===== src/rtl/bitmap_to_bmp_if.sv =====
// AXI4-Stream bundle shared by the pixel input and the BMP byte output.
//   master: drives tdata/tkeep/tuser/tvalid/tlast, samples tready
//   slave : samples tdata/tkeep/tuser/tvalid/tlast, drives tready
interface bitmap_to_bmp_if #(
  parameter int unsigned TDATA_WIDTH = 256,
  parameter int unsigned TUSER_WIDTH = 128
);
  localparam int unsigned TKEEP_WIDTH = TDATA_WIDTH / 8;

  logic [TDATA_WIDTH-1:0] tdata;
  logic [TKEEP_WIDTH-1:0] tkeep;
  logic [TUSER_WIDTH-1:0] tuser;
  logic                   tvalid;
  logic                   tlast;
  logic                   tready;

  modport master (output tdata, tkeep, tuser, tvalid, tlast, input tready);
  modport slave  (input tdata, tkeep, tuser, tvalid, tlast, output tready);
endinterface


===== src/rtl/bitmap_to_bmp.sv =====
// Converts a stream of RGB pixels (one per beat) into a 24-bit top-down BMP
// file byte stream, packed into full-width output beats.
//   axis_aclk, axis_reset         : clock, synchronous active-high reset
//   bitmap_width, bitmap_height   : image size, valid with the first pixel beat
//   bitmap_axis (slave)           : pixel stream, R[7:0] G[15:8] B[23:16]
//   bmp_axis (master)             : BMP bytes, byte 0 in tdata[7:0]
//   frame_error                   : one-cycle pulse on misplaced/missing tlast
// Assumes TDATA_WIDTH is a multiple of 32; a BMP file length is always 2 mod 4,
// so the final beat is always a partial tail emitted from FLUSH.
module bitmap_to_bmp #(
  parameter int unsigned TDATA_WIDTH      = 256,
  parameter int unsigned TUSER_WIDTH      = 128,
  parameter int unsigned MAX_IMAGE_WIDTH  = 50,
  parameter int unsigned MAX_IMAGE_HEIGHT = 50
) (
  input  logic                    axis_aclk,
  input  logic                    axis_reset,
  input  logic [15:0]             bitmap_height,
  input  logic [15:0]             bitmap_width,
  bitmap_to_bmp_if.slave          bitmap_axis,
  bitmap_to_bmp_if.master         bmp_axis,
  output logic                    frame_error
);
  localparam int unsigned TKEEP_WIDTH = TDATA_WIDTH / 8;
  localparam int unsigned ACC_W       = TDATA_WIDTH + 24;
  localparam int unsigned CNT_W       = $clog2(TKEEP_WIDTH + 4);

  typedef enum logic [2:0] {IDLE, HEADER, PIXELS, PAD, FLUSH, DROP} state_t;

  state_t                 state_q, state_d;
  logic [15:0]            w_q, w_d, h_q, h_d, x_q, x_d, y_q, y_d;
  logic [4:0]             hidx_q, hidx_d;
  logic [TDATA_WIDTH-1:0] acc_q, acc_d;
  logic [CNT_W-1:0]       cnt_q, cnt_d;
  logic [TDATA_WIDTH-1:0] out_data_q, out_data_d;
  logic [TKEEP_WIDTH-1:0] out_keep_q, out_keep_d;
  logic                   out_last_q, out_last_d, out_valid_q, out_valid_d;
  logic                   tail_q, tail_d, err_q, err_d;

  logic [31:0]            three_w_c, stride_c, img_c, file_c;
  logic [1:0]             pad_c;
  logic [54*8-1:0]        hdr_c;
  logic                   out_free_c, space_c, last_col_c, last_row_c;
  logic                   step_c, in_ready_c;
  logic [1:0]             step_n_c;
  logic [23:0]            step_bytes_c;
  logic [ACC_W-1:0]       comb_c;
  logic [31:0]            sum_c;
  logic                   unused_inputs;

  assign unused_inputs = ^{bitmap_axis.tkeep, bitmap_axis.tuser,
                           bitmap_axis.tdata[TDATA_WIDTH-1:24]};

  // Row geometry and header image, all in 32-bit arithmetic
  always_comb begin
    three_w_c = 32'(w_q) * 32'd3;
    pad_c     = 2'(32'd4 - 32'(three_w_c[1:0]));
    stride_c  = three_w_c + 32'(pad_c);
    img_c     = 32'(h_q) * stride_c;
    file_c    = 32'd54 + img_c;
    hdr_c             = '0;
    hdr_c[0*8  +: 16] = 16'h4D42;
    hdr_c[2*8  +: 32] = file_c;
    hdr_c[10*8 +: 32] = 32'd54;
    hdr_c[14*8 +: 32] = 32'd40;
    hdr_c[18*8 +: 32] = 32'(w_q);
    hdr_c[22*8 +: 32] = 32'd0 - 32'(h_q);
    hdr_c[26*8 +: 16] = 16'd1;
    hdr_c[28*8 +: 16] = 16'd24;
    hdr_c[34*8 +: 32] = img_c;
    hdr_c[38*8 +: 32] = 32'd2835;
    hdr_c[42*8 +: 32] = 32'd2835;
  end

  // Next-state, packer and output register logic
  always_comb begin
    state_d      = state_q;
    w_d          = w_q;
    h_d          = h_q;
    x_d          = x_q;
    y_d          = y_q;
    hidx_d       = hidx_q;
    acc_d        = acc_q;
    cnt_d        = cnt_q;
    out_data_d   = out_data_q;
    out_keep_d   = out_keep_q;
    out_last_d   = out_last_q;
    out_valid_d  = out_valid_q;
    tail_d       = tail_q;
    err_d        = 1'b0;
    in_ready_c   = 1'b0;
    step_c       = 1'b0;
    step_n_c     = 2'd0;
    step_bytes_c = 24'h0;
    comb_c       = '0;
    sum_c        = 32'd0;

    out_free_c = !out_valid_q || bmp_axis.tready;
    // Room for 3 more bytes: either they stay in the accumulator or a full
    // beat can move into the (free) output register.
    space_c    = out_free_c || (32'(cnt_q) + 32'd3 < TKEEP_WIDTH);
    last_col_c = (x_q == w_q - 16'd1);
    last_row_c = (y_q == h_q - 16'd1);

    if (out_free_c) out_valid_d = 1'b0;

    case (state_q)
      IDLE: begin
        if (bitmap_axis.tvalid) begin
          w_d    = bitmap_width;
          h_d    = bitmap_height;
          x_d    = 16'd0;
          y_d    = 16'd0;
          hidx_d = 5'd0;
          if (bitmap_width == 16'd0 || bitmap_height == 16'd0 ||
              32'(bitmap_width) > MAX_IMAGE_WIDTH ||
              32'(bitmap_height) > MAX_IMAGE_HEIGHT) state_d = DROP;
          else state_d = HEADER;
        end
      end
      HEADER: begin
        if (space_c) begin
          step_c       = 1'b1;
          step_n_c     = 2'd3;
          step_bytes_c = hdr_c[32'(hidx_q) * 24 +: 24];
          if (hidx_q == 5'd17) begin
            hidx_d  = 5'd0;
            state_d = PIXELS;
          end else begin
            hidx_d = hidx_q + 5'd1;
          end
        end
      end
      PIXELS: begin
        in_ready_c = space_c;
        if (bitmap_axis.tvalid && space_c) begin
          step_c       = 1'b1;
          step_n_c     = 2'd3;
          step_bytes_c = {bitmap_axis.tdata[7:0], bitmap_axis.tdata[15:8],
                          bitmap_axis.tdata[23:16]};
          err_d        = bitmap_axis.tlast != (last_col_c && last_row_c);
          if (last_col_c) begin
            x_d = 16'd0;
            if (pad_c != 2'd0) state_d = PAD;
            else if (last_row_c) state_d = FLUSH;
            else y_d = y_q + 16'd1;
          end else begin
            x_d = x_q + 16'd1;
          end
        end
      end
      PAD: begin
        if (space_c) begin
          step_c   = 1'b1;
          step_n_c = pad_c;
          if (last_row_c) state_d = FLUSH;
          else begin
            y_d     = y_q + 16'd1;
            state_d = PIXELS;
          end
        end
      end
      FLUSH: begin
        // First push the partial tail beat, then wait for it to be taken
        if (!tail_q) begin
          if (out_free_c) begin
            out_data_d  = acc_q;
            out_keep_d  = ~({TKEEP_WIDTH{1'b1}} << cnt_q);
            out_last_d  = 1'b1;
            out_valid_d = 1'b1;
            acc_d       = '0;
            cnt_d       = '0;
            tail_d      = 1'b1;
          end
        end else if (out_free_c) begin
          tail_d  = 1'b0;
          state_d = IDLE;
        end
      end
      DROP: begin
        in_ready_c = 1'b1;
        if (bitmap_axis.tvalid && bitmap_axis.tlast) state_d = IDLE;
      end
      default: state_d = IDLE;
    endcase

    // Append step bytes above the held ones; spill a full beat when reached
    if (step_c) begin
      comb_c = ACC_W'(acc_q) | (ACC_W'(step_bytes_c) << {cnt_q, 3'b000});
      sum_c  = 32'(cnt_q) + 32'(step_n_c);
      if (sum_c >= TKEEP_WIDTH) begin
        out_data_d  = comb_c[TDATA_WIDTH-1:0];
        out_keep_d  = '1;
        out_last_d  = 1'b0;
        out_valid_d = 1'b1;
        acc_d       = TDATA_WIDTH'(comb_c >> TDATA_WIDTH);
        cnt_d       = CNT_W'(sum_c - TKEEP_WIDTH);
      end else begin
        acc_d = comb_c[TDATA_WIDTH-1:0];
        cnt_d = CNT_W'(sum_c);
      end
    end
  end

  // State and datapath registers
  always_ff @(posedge axis_aclk) begin
    if (axis_reset) begin
      state_q     <= IDLE;
      w_q         <= '0;
      h_q         <= '0;
      x_q         <= '0;
      y_q         <= '0;
      hidx_q      <= '0;
      acc_q       <= '0;
      cnt_q       <= '0;
      out_data_q  <= '0;
      out_keep_q  <= '0;
      out_last_q  <= 1'b0;
      out_valid_q <= 1'b0;
      tail_q      <= 1'b0;
      err_q       <= 1'b0;
    end else begin
      state_q     <= state_d;
      w_q         <= w_d;
      h_q         <= h_d;
      x_q         <= x_d;
      y_q         <= y_d;
      hidx_q      <= hidx_d;
      acc_q       <= acc_d;
      cnt_q       <= cnt_d;
      out_data_q  <= out_data_d;
      out_keep_q  <= out_keep_d;
      out_last_q  <= out_last_d;
      out_valid_q <= out_valid_d;
      tail_q      <= tail_d;
      err_q       <= err_d;
    end
  end

  assign bitmap_axis.tready = in_ready_c;
  assign bmp_axis.tdata     = out_data_q;
  assign bmp_axis.tkeep     = out_keep_q;
  assign bmp_axis.tlast     = out_last_q;
  assign bmp_axis.tvalid    = out_valid_q;
  assign bmp_axis.tuser     = TUSER_WIDTH'(0);
  assign frame_error        = err_q;
endmodule


===== src/flat_wrapper.sv =====
// flat-port wrapper written by rule: the top's interface ports become plain ports
module bitmap_to_bmp_flat 
#(
  parameter int unsigned TDATA_WIDTH      = 256,
  parameter int unsigned TUSER_WIDTH      = 128,
  parameter int unsigned MAX_IMAGE_WIDTH  = 50,
  parameter int unsigned MAX_IMAGE_HEIGHT = 50
)
  (axis_aclk, axis_reset, bitmap_height, bitmap_width, frame_error, bitmap_axis_tdata, bitmap_axis_tkeep, bitmap_axis_tuser, bitmap_axis_tvalid, bitmap_axis_tlast, bitmap_axis_tready, bmp_axis_tdata, bmp_axis_tkeep, bmp_axis_tuser, bmp_axis_tvalid, bmp_axis_tlast, bmp_axis_tready);
  bitmap_to_bmp_if #(.TDATA_WIDTH(TDATA_WIDTH), .TUSER_WIDTH(TUSER_WIDTH)) bitmap_axis_i ();
  bitmap_to_bmp_if #(.TDATA_WIDTH(TDATA_WIDTH), .TUSER_WIDTH(TUSER_WIDTH)) bmp_axis_i ();
  input  logic axis_aclk;
  input  logic axis_reset;
  input  logic [15:0] bitmap_height;
  input  logic [15:0] bitmap_width;
  output logic frame_error;
  input wire logic [$bits(bitmap_axis_i.tdata)-1:0] bitmap_axis_tdata;
  input wire logic [$bits(bitmap_axis_i.tkeep)-1:0] bitmap_axis_tkeep;
  input wire logic [$bits(bitmap_axis_i.tuser)-1:0] bitmap_axis_tuser;
  input wire logic [$bits(bitmap_axis_i.tvalid)-1:0] bitmap_axis_tvalid;
  input wire logic [$bits(bitmap_axis_i.tlast)-1:0] bitmap_axis_tlast;
  output wire logic [$bits(bitmap_axis_i.tready)-1:0] bitmap_axis_tready;
  output wire logic [$bits(bmp_axis_i.tdata)-1:0] bmp_axis_tdata;
  output wire logic [$bits(bmp_axis_i.tkeep)-1:0] bmp_axis_tkeep;
  output wire logic [$bits(bmp_axis_i.tuser)-1:0] bmp_axis_tuser;
  output wire logic [$bits(bmp_axis_i.tvalid)-1:0] bmp_axis_tvalid;
  output wire logic [$bits(bmp_axis_i.tlast)-1:0] bmp_axis_tlast;
  input wire logic [$bits(bmp_axis_i.tready)-1:0] bmp_axis_tready;
  assign bitmap_axis_i.tdata = bitmap_axis_tdata;
  assign bitmap_axis_i.tkeep = bitmap_axis_tkeep;
  assign bitmap_axis_i.tuser = bitmap_axis_tuser;
  assign bitmap_axis_i.tvalid = bitmap_axis_tvalid;
  assign bitmap_axis_i.tlast = bitmap_axis_tlast;
  assign bitmap_axis_tready = bitmap_axis_i.tready;
  assign bmp_axis_tdata = bmp_axis_i.tdata;
  assign bmp_axis_tkeep = bmp_axis_i.tkeep;
  assign bmp_axis_tuser = bmp_axis_i.tuser;
  assign bmp_axis_tvalid = bmp_axis_i.tvalid;
  assign bmp_axis_tlast = bmp_axis_i.tlast;
  assign bmp_axis_i.tready = bmp_axis_tready;
  bitmap_to_bmp #(.TDATA_WIDTH(TDATA_WIDTH), .TUSER_WIDTH(TUSER_WIDTH), .MAX_IMAGE_WIDTH(MAX_IMAGE_WIDTH), .MAX_IMAGE_HEIGHT(MAX_IMAGE_HEIGHT)) u_core (.axis_aclk(axis_aclk), .axis_reset(axis_reset), .bitmap_height(bitmap_height), .bitmap_width(bitmap_width), .bitmap_axis(bitmap_axis_i), .bmp_axis(bmp_axis_i), .frame_error(frame_error));
endmodule

===== config.mk =====
export PLATFORM = sky130hd
export DESIGN_NAME = bitmap_to_bmp_flat
export DESIGN_NICKNAME = d
export VERILOG_FILES = /design/src/rtl/bitmap_to_bmp_if.sv /design/src/rtl/bitmap_to_bmp.sv /design/src/flat_wrapper.sv
export SDC_FILE = /design/constraint.sdc
export NUM_CORES = 2
export LEC_CHECK = 0
export BUFFER_PORTS_ARGS = -buffer_cell sky130_fd_sc_hd__clkbuf_2
export CAP_MARGIN = 5
export CORE_AREA = 2 2 337 339
export CTS_CLUSTER_SIZE = 30
export DETAILED_ROUTE_END_ITERATION = 6
export DIE_AREA = 0 0 339 341
export PLACE_DENSITY = 0.56
export SKIP_LAST_GASP = 1
export SYNTH_ARGS = -nofsm -noshare
export SYNTH_HDL_FRONTEND = slang
export SYNTH_SLANG_ARGS = --single-unit

===== constraint.sdc =====
create_clock -name axis_aclk -period 16 [get_ports axis_aclk]
set_input_delay 2.4 -clock axis_aclk [delete_from_list [all_inputs] [get_ports axis_aclk]]
set_output_delay 2.4 -clock axis_aclk [all_outputs]
set_load 0.01 [all_outputs]

# Word-level counts from Yosys, hierarchy flattened

Index checks and enable logic that the tools add are counted.

Input port bits: 453
Register bits after elaboration: 626
Output and inout port bits: 420

$lt $le $gt $ge: 4
Mux-type cells: 73
Bitwise gates (word level): 4
Reduce and logical (&&, ||, !) cells: 26
$add $sub $neg: 12
Equal/unequal tests: 21
$mul: 3
Shifts and indexed selects: 3

Operators with widths:

| kind                                                         | count |
|---|---|
| 2-to-1 mux 256 bit                                           | 10 |
| variable part select 432 x 11 -> 24 bit                      | 1 |
| OR 256 x 280 -> 280 bit                                      | 1 |
| left shift 24 x 9 -> 280 bit                                 | 1 |
| 2-to-1 mux 32 bit                                            | 5 |
| 2-to-1 mux 16 bit                                            | 8 |
| 2-to-1 mux 24 bit                                            | 2 |
| case mux 16 bit (3 select lines)                             | 1 |
| case mux 24 bit (2 select lines)                             | 1 |
| 2-to-1 mux 3 bit                                             | 13 |
| adder 16 x 1 -> 16 bit (second input constant)               | 2 |
| adder 6 x 32 -> 32 bit (first input constant)                | 1 |
| == test 16 bit                                               | 2 |
| > comparator 16 x 6 -> 1 bit (second input constant)         | 2 |
| zero test 16 bit                                             | 2 |
| less-than comparator 32 x 6 -> 1 bit (second input constant) | 1 |
| multiplier 16 x 32 -> 32 bit                                 | 1 |
| NOT 32 bit                                                   | 1 |
| case mux 16 bit (2 select lines)                             | 1 |
| left shift 32 x 6 -> 32 bit (first input constant)           | 1 |
| subtractor 16 x 1 -> 16 bit (second input constant)          | 2 |
| 2-to-1 mux 6 bit                                             | 5 |
| adder 18 x 2 -> 19 bit                                       | 1 |
| multiplier 16 x 2 -> 18 bit (second input constant)          | 1 |
| 36 further kinds                                             | 80 |

# Logic depth before layout (Yosys ltp)

Depth after elaboration: 12
Gate-level depth with buffers: 45
Gate-level depth less buffers: 39

# Least setup slack after synthesis

OpenSTA, ideal clock, no wires.

Path kind: flip-flop to flip-flop
Start: register u_core.w_q[1]
End: register u_core.acc_q[23]
Data arrival time: 10062 ps
Setup time: 158 ps
Path buffers: 5
Stages on the path, launching flop included: 42
Setup slack: 5780 ps
Path through: dfxtp_1 > ha_1 > inv_1 > fa_1 > nand2b_1 > a211oi_2 > o21ai_2 > xnor2_1 > a211oi_1 > a2111oi_4 > and2_1 > nand2_1 > xnor2_1 > clkbuf_1 > nand2_1 > fa_1 > fa_1 > fa_1 > [... 6 more ...] > ha_1 > buf_2 > and2_1 > buf_2 > nor3_1 > a221oi_1 > and3_1 > buf_2 > o2111ai_1 > or2_1 > buf_2 > o21bai_1 > nor3b_4 > and4b_1 > mux2i_1 > o211ai_1 > a222oi_1 > o221ai_1

Longest elaborated chain between the ends: 12
Elaborated cells between the ends (all ways): 16

RTL lines:

| item                                    | RTL line             | RTL |
|---|---|---|
| start, declared                         | bitmap_to_bmp.sv:31  | `logic [15:0] w_q, w_d, h_q, h_d, x_q, x_d, y_q, y_d;` |
| start signal, assigned                  | bitmap_to_bmp.sv:224 | `w_q <= w_d;` |
| multiplier 16 x 2 -> 18 bit *           | bitmap_to_bmp.sv:56  | `three_w_c = 32'(w_q) * 32'd3;` |
| subtractor 1 x 2 -> 2 bit               | bitmap_to_bmp.sv:57  | `pad_c = 2'(32'd4 - 32'(three_w_c[1:0]));` |
| adder 18 x 2 -> 19 bit                  | bitmap_to_bmp.sv:58  | `stride_c = three_w_c + 32'(pad_c);` |
| multiplier 16 x 32 -> 32 bit            | bitmap_to_bmp.sv:59  | `img_c = 32'(h_q) * stride_c;` |
| adder 6 x 32 -> 32 bit                  | bitmap_to_bmp.sv:60  | `file_c = 32'd54 + img_c;` |
| variable part select 432 x 11 -> 24 bit | bitmap_to_bmp.sv:125 | `step_bytes_c = hdr_c[32'(hidx_q) * 24 +: 24];` |
| 2-to-1 mux 24 bit                       | bitmap_to_bmp.sv:122 | `if (space_c) begin` |
| case mux 24 bit (2 select lines)        | bitmap_to_bmp.sv:107 | `case (state_q)` |
| left shift 24 x 9 -> 280 bit            | bitmap_to_bmp.sv:189 | `comb_c = ACC_W'(acc_q) \| (ACC_W'(step_bytes_c) << {cnt_q, 3'b000});` |
| OR 256 x 280 -> 280 bit                 | bitmap_to_bmp.sv:189 |  |
| 2-to-1 mux 256 bit *                    | bitmap_to_bmp.sv:191 | `if (sum_c >= TKEEP_WIDTH) begin` |
| 2-to-1 mux 256 bit *                    | bitmap_to_bmp.sv:188 | `if (step_c) begin` |
| end signal, assigned                    | bitmap_to_bmp.sv:214 | `acc_q <= '0;` |
| end signal, assigned                    | bitmap_to_bmp.sv:229 | `acc_q <= acc_d;` |
| end, declared                           | bitmap_to_bmp.sv:33  | `logic [TDATA_WIDTH-1:0] acc_q, acc_d;` |

Every way passes the cells marked *; elsewhere a longest branch is shown, timed or not.
A chain may end at the register's enable or synchronous reset.

# Worst setup path after layout

Start: register u_core.w_q[2]
End: register u_core.acc_q[246]

Longest elaborated chain between the ends: 11

RTL lines:

| item                                      | RTL line |
|---|---|
| multiplier 16 x 2 -> 18 bit *             | bitmap_to_bmp.sv:56 |
| adder 18 x 2 -> 19 bit *                  | bitmap_to_bmp.sv:58 |
| multiplier 16 x 32 -> 32 bit *            | bitmap_to_bmp.sv:59 |
| adder 6 x 32 -> 32 bit                    | bitmap_to_bmp.sv:60 |
| variable part select 432 x 11 -> 24 bit * | bitmap_to_bmp.sv:125 |
| 2-to-1 mux 24 bit *                       | bitmap_to_bmp.sv:122 |
| case mux 24 bit (2 select lines) *        | bitmap_to_bmp.sv:107 |
| left shift 24 x 9 -> 280 bit *            | bitmap_to_bmp.sv:189 |
| OR 256 x 280 -> 280 bit *                 | bitmap_to_bmp.sv:189 |
| 2-to-1 mux 256 bit *                      | bitmap_to_bmp.sv:191 |
| 2-to-1 mux 256 bit *                      | bitmap_to_bmp.sv:188 |

Marks and branches as above.

==> metrics.md <==
| Metric | Value |
|---|---|
| Clock Sinks | `626` |
| Post-synth ARST share | `0%` |
| Netlist cell types | `110` |
| Slew Viols, Final | `0` |
| Clk_lat worst skew | `640 ps` |
| DRC Markers | `0` |
| VDD IR max | `0.0001081 V` |
| Vias/cell | `5.433` |
| Postcts setup bufs | `0` |
| Tmin final | `13060 ps` |
| Setup TNS | `0 ps` |
| Status | `finished clean` |
| Startpoint Class | `register` |
| First-pass GRT wire length | `217600 um` |
| Worst R2R Setup Slack | `2940 ps` |
| CP max stage cell | `a21oi_2` |
| Die width | `339 um` |
| Post-DP HPWL | `106200 um` |
| Site Rows | `123` |
| Unrepaired setup endpoints after global routing | `no` |
| Port bufs | `352` |
| Fin. Hold Viols | `0` |
| Area share of and/or/nand/nor cells after synthesis | `20.60%` |
| Antenna violations before repair | `9` |
| Hold-critical path depth | `2` |
| GP Congestion | `0.9257` |
| Top cell by count, worst path | `fa_1` |
| Pin count of the biggest net entering global routing | `99` |
| Fill cell count | `11580` |
| CP Data Arrival Time | `13530 ps` |
| EDFF count, synth | `0` |
| Mean post-synth cell area | `8.082 sq um` |
| Worst hold path type | `reg2reg` |
| Mux cell area share after synthesis | `0.7349%` |
| Gr ovfl total | `0` |
| Compound-Gate Fraction of Synth Area | `18.49%` |
| Register bit total from synthesis | `626` |
| CTS clock-pin slew for the worst setup and hold paths | `60 ps` |
| Max incr delay on CP | `1030 ps` |
| Synth warn | `0` |
| Critical path class | `reg2reg` |
| Hold buffers post-CTS | `0` |
| Die Y-Extent | `341 um` |
| Largest family of logic cells by synthesized area | `simple AND/OR/NAND/NOR gates` |
| Required time of the critical path | `16460 ps` |
| Static Leak | `18.14 nW` |
| Final nets | `5861` |
| Period utilization | `81.65%` |
| CP max FO | `16` |
| Setup-failing EPs final | `0` |
| Share of post-route cells with drive strength above 1 | `12.68%` |
| Setup crit end kind | `register` |
| Max-slew headroom | `8.873%` |
| PD cells | `161.8 nW/um^2` |
| TritonCTS clock tree | `yes` |
| Average routed wire per standard cell | `21.99 um` |
| Hold path start | `u_core.bmp_axis.tdata[182]$_SDFF_PP0_` |
| # H-tree levels | `3` |
| Max cap viols | `0` |
| Final WL | `145300 um` |
| Core Area | `111900 sq um` |
| Adder-Cell Fraction of Synth Area | `15.73%` |
| Die area | `115600 sq um` |
| Ports | `873` |
| Total track usage | `24.45%` |
| Vias | `35890` |
| Final total power | `7.175 mW` |
| Fmax | `0.07655 GHz` |
| Initial Util | `35.00%` |
| Post-synthesis sequential area ratio | `32.01%` |
| R2R Path End | `u_core.acc_q[246]$_SDFFE_PP0P_` |
| Synth Instances | `4845` |
| CTS Root Cell | `clkbuf_16` |
| Post-Syn Area | `39160 sq um` |
| Max Root-Sink Buffers | `3` |
| WHS Endpoint | `u_core.bmp_axis.tdata[182]$_SDFF_PP0_` |
| DR pass1 iterations | `6` |
| # resized after CTS | `0` |
| First-iteration detailed-routing DRC count | `3339` |
| Setup Skew | `31.72 ps` |
| Worst-Margin Slew | `1367 ps` |
| Worst R2R Start | `u_core.w_q[2]$_SDFFE_PP0P_` |
| Area grow syn2layout | `13.28%` |
| Top_reg_cell synth | `dfxtp_1` |
| Vias in the first global route | `33960` |
| Post-Synth XOR/XNOR Area | `3.819%` |
| Post-route ant nets | `0` |
| CTS buffer count | `68` |
| R2R depth | `33` |
==> cells in the mapped netlist, types with 77 or more instances <==
cell,number,share of area [%]
a21oi_1,434,5.5
and2_1,133,2.1
buf_4,133,2.5
clkbuf_1,259,2.5
dfxtp_1,626,32
fa_1,222,11
ha_1,137,4.4
inv_1,294,2.8
nand2_1,969,9.3
nand3_1,88,1.1
nor2_1,310,3.0
o21ai_0,203,2.6
xnor2_1,77,1.7
==> report_power, final <==
group / internal, mW / switching, mW
Sequential: 1.66 / 0.135
Clock: 1.00 / 0.707
Combinational: 1.18 / 2.49
Total: 3.84 / 3.34
==> routing by layer <==
layer / GRT usage, % / part of all wire (%)
met2: 37.99 / 44
met5: 0 / 0.019
met4: 7.972 / 3.5
met3: 5.242 / 8.9
met1: 33.71 / 43
==> registers in the layout, summed over array words and instances, names as in the netlist <==
| name | flops |
|---|---|
| u_core.acc_q | 256 |
| u_core.bmp_axis.tdata | 256 |
| u_core.bmp_axis.tkeep | 32 |
| u_core.bmp_axis.tlast | 1 |
| u_core.bmp_axis.tvalid | 1 |
| u_core.cnt_q | 6 |
| u_core.frame_error | 1 |
| u_core.h_q | 16 |
| u_core.hidx_q | 5 |
| u_core.state_q | 3 |
| u_core.tail_q | 1 |
| u_core.w_q | 16 |
| u_core.x_q | 16 |
| u_core.y_q | 16 |
==> critical path: cells and delay by family (launching register included) <==
| family | cells | cell delay [ps] |
|---|---|---|
| flip-flops | 1 | 670 |
| multiplexers | 1 | 270 |
| XOR/XNOR | 3 | 1390 |
| adder cells (fa/ha/maj) | 8 | 3860 |
| AND/OR/NAND/NOR | 6 | 1820 |
| buffers and inverters | 4 | 330 |
| AO/OA/AOI/OAI | 11 | 4490 |
==> metrics by stage <==
step	cells	utilization, %	hold slack [ps]	setup slack, ps	instance area (sq um)
after floorplan	4987	-	416.8	5780	39690
after global placement	6478	37.42	428.7	3238	41870
after detailed placement	6479	37.44	439.3	3115	41890
after CTS	6604	39.64	443.4	3102	44350
after global routing	6604	39.64	465.3	2361	44350
final	6606	39.65	448.6	2936	44360
==> final cells by class <==
| class | count | area, sq um | area share [%] |
|---|---|---|---|
| flip-flops and latches | 626 | 12530 | 28.25 |
| diodes | 2 | 5.005 | 0.01128 |
| inverters | 296 | 1111 | 2.505 |
| clock inverters | 31 | 478.0 | 1.078 |
| clock buffers | 94 | 1989 | 4.485 |
| repair buffers | 434 | 2395 | 5.399 |
| well taps | 1500 | 1877 | 4.231 |
| multi-input cells | 3623 | 23970 | 54.04 |
==> cell families after synthesis <==
logic type / after synthesis
fa+ha+maj: 359
simple gates: 1801
flops: 626
other cells: 2
buf+inv: 738
xor+xnor: 155
mux: 28
compound gates: 1136
==> worst max-delay path by stage <==
stage,to,start,depth (start not counted)
after floorplan,u_core.acc_q[23]$_SDFFE_PP0P_,u_core.w_q[1]$_SDFFE_PP0P_,41
after global placement,u_core.acc_q[214]$_SDFFE_PP0P_,u_core.w_q[2]$_SDFFE_PP0P_,33
after detailed placement,u_core.acc_q[246]$_SDFFE_PP0P_,u_core.w_q[2]$_SDFFE_PP0P_,33
after CTS,u_core.acc_q[246]$_SDFFE_PP0P_,u_core.w_q[2]$_SDFFE_PP0P_,33
after global routing,u_core.acc_q[246]$_SDFFE_PP0P_,u_core.w_q[1]$_SDFFE_PP0P_,34
final,u_core.acc_q[246]$_SDFFE_PP0P_,u_core.w_q[2]$_SDFFE_PP0P_,33
==> placed cells by master (no fill, tap or decap), types with 23 or more instances in the layout <==
cell type	instances
conb_1	144
nand2_1	968
a31oi_1	41
inv_1	293
a21oi_1	432
fa_1	222
clkbuf_16	68
nor2_1	306
buf_4	81
o22ai_1	32
ha_1	137
nand3_1	88
a22o_1	61
and3_1	26
and2_1	133
clkbuf_2	351
a211oi_1	43
o21ai_0	203
xnor2_1	68
xor2_1	64
or3_1	25
dfxtp_1	626
a21o_1	23
a22oi_1	65
nor3_1	74
nor4_1	34
No activity file was read; power rests on OpenSTA's default activity.
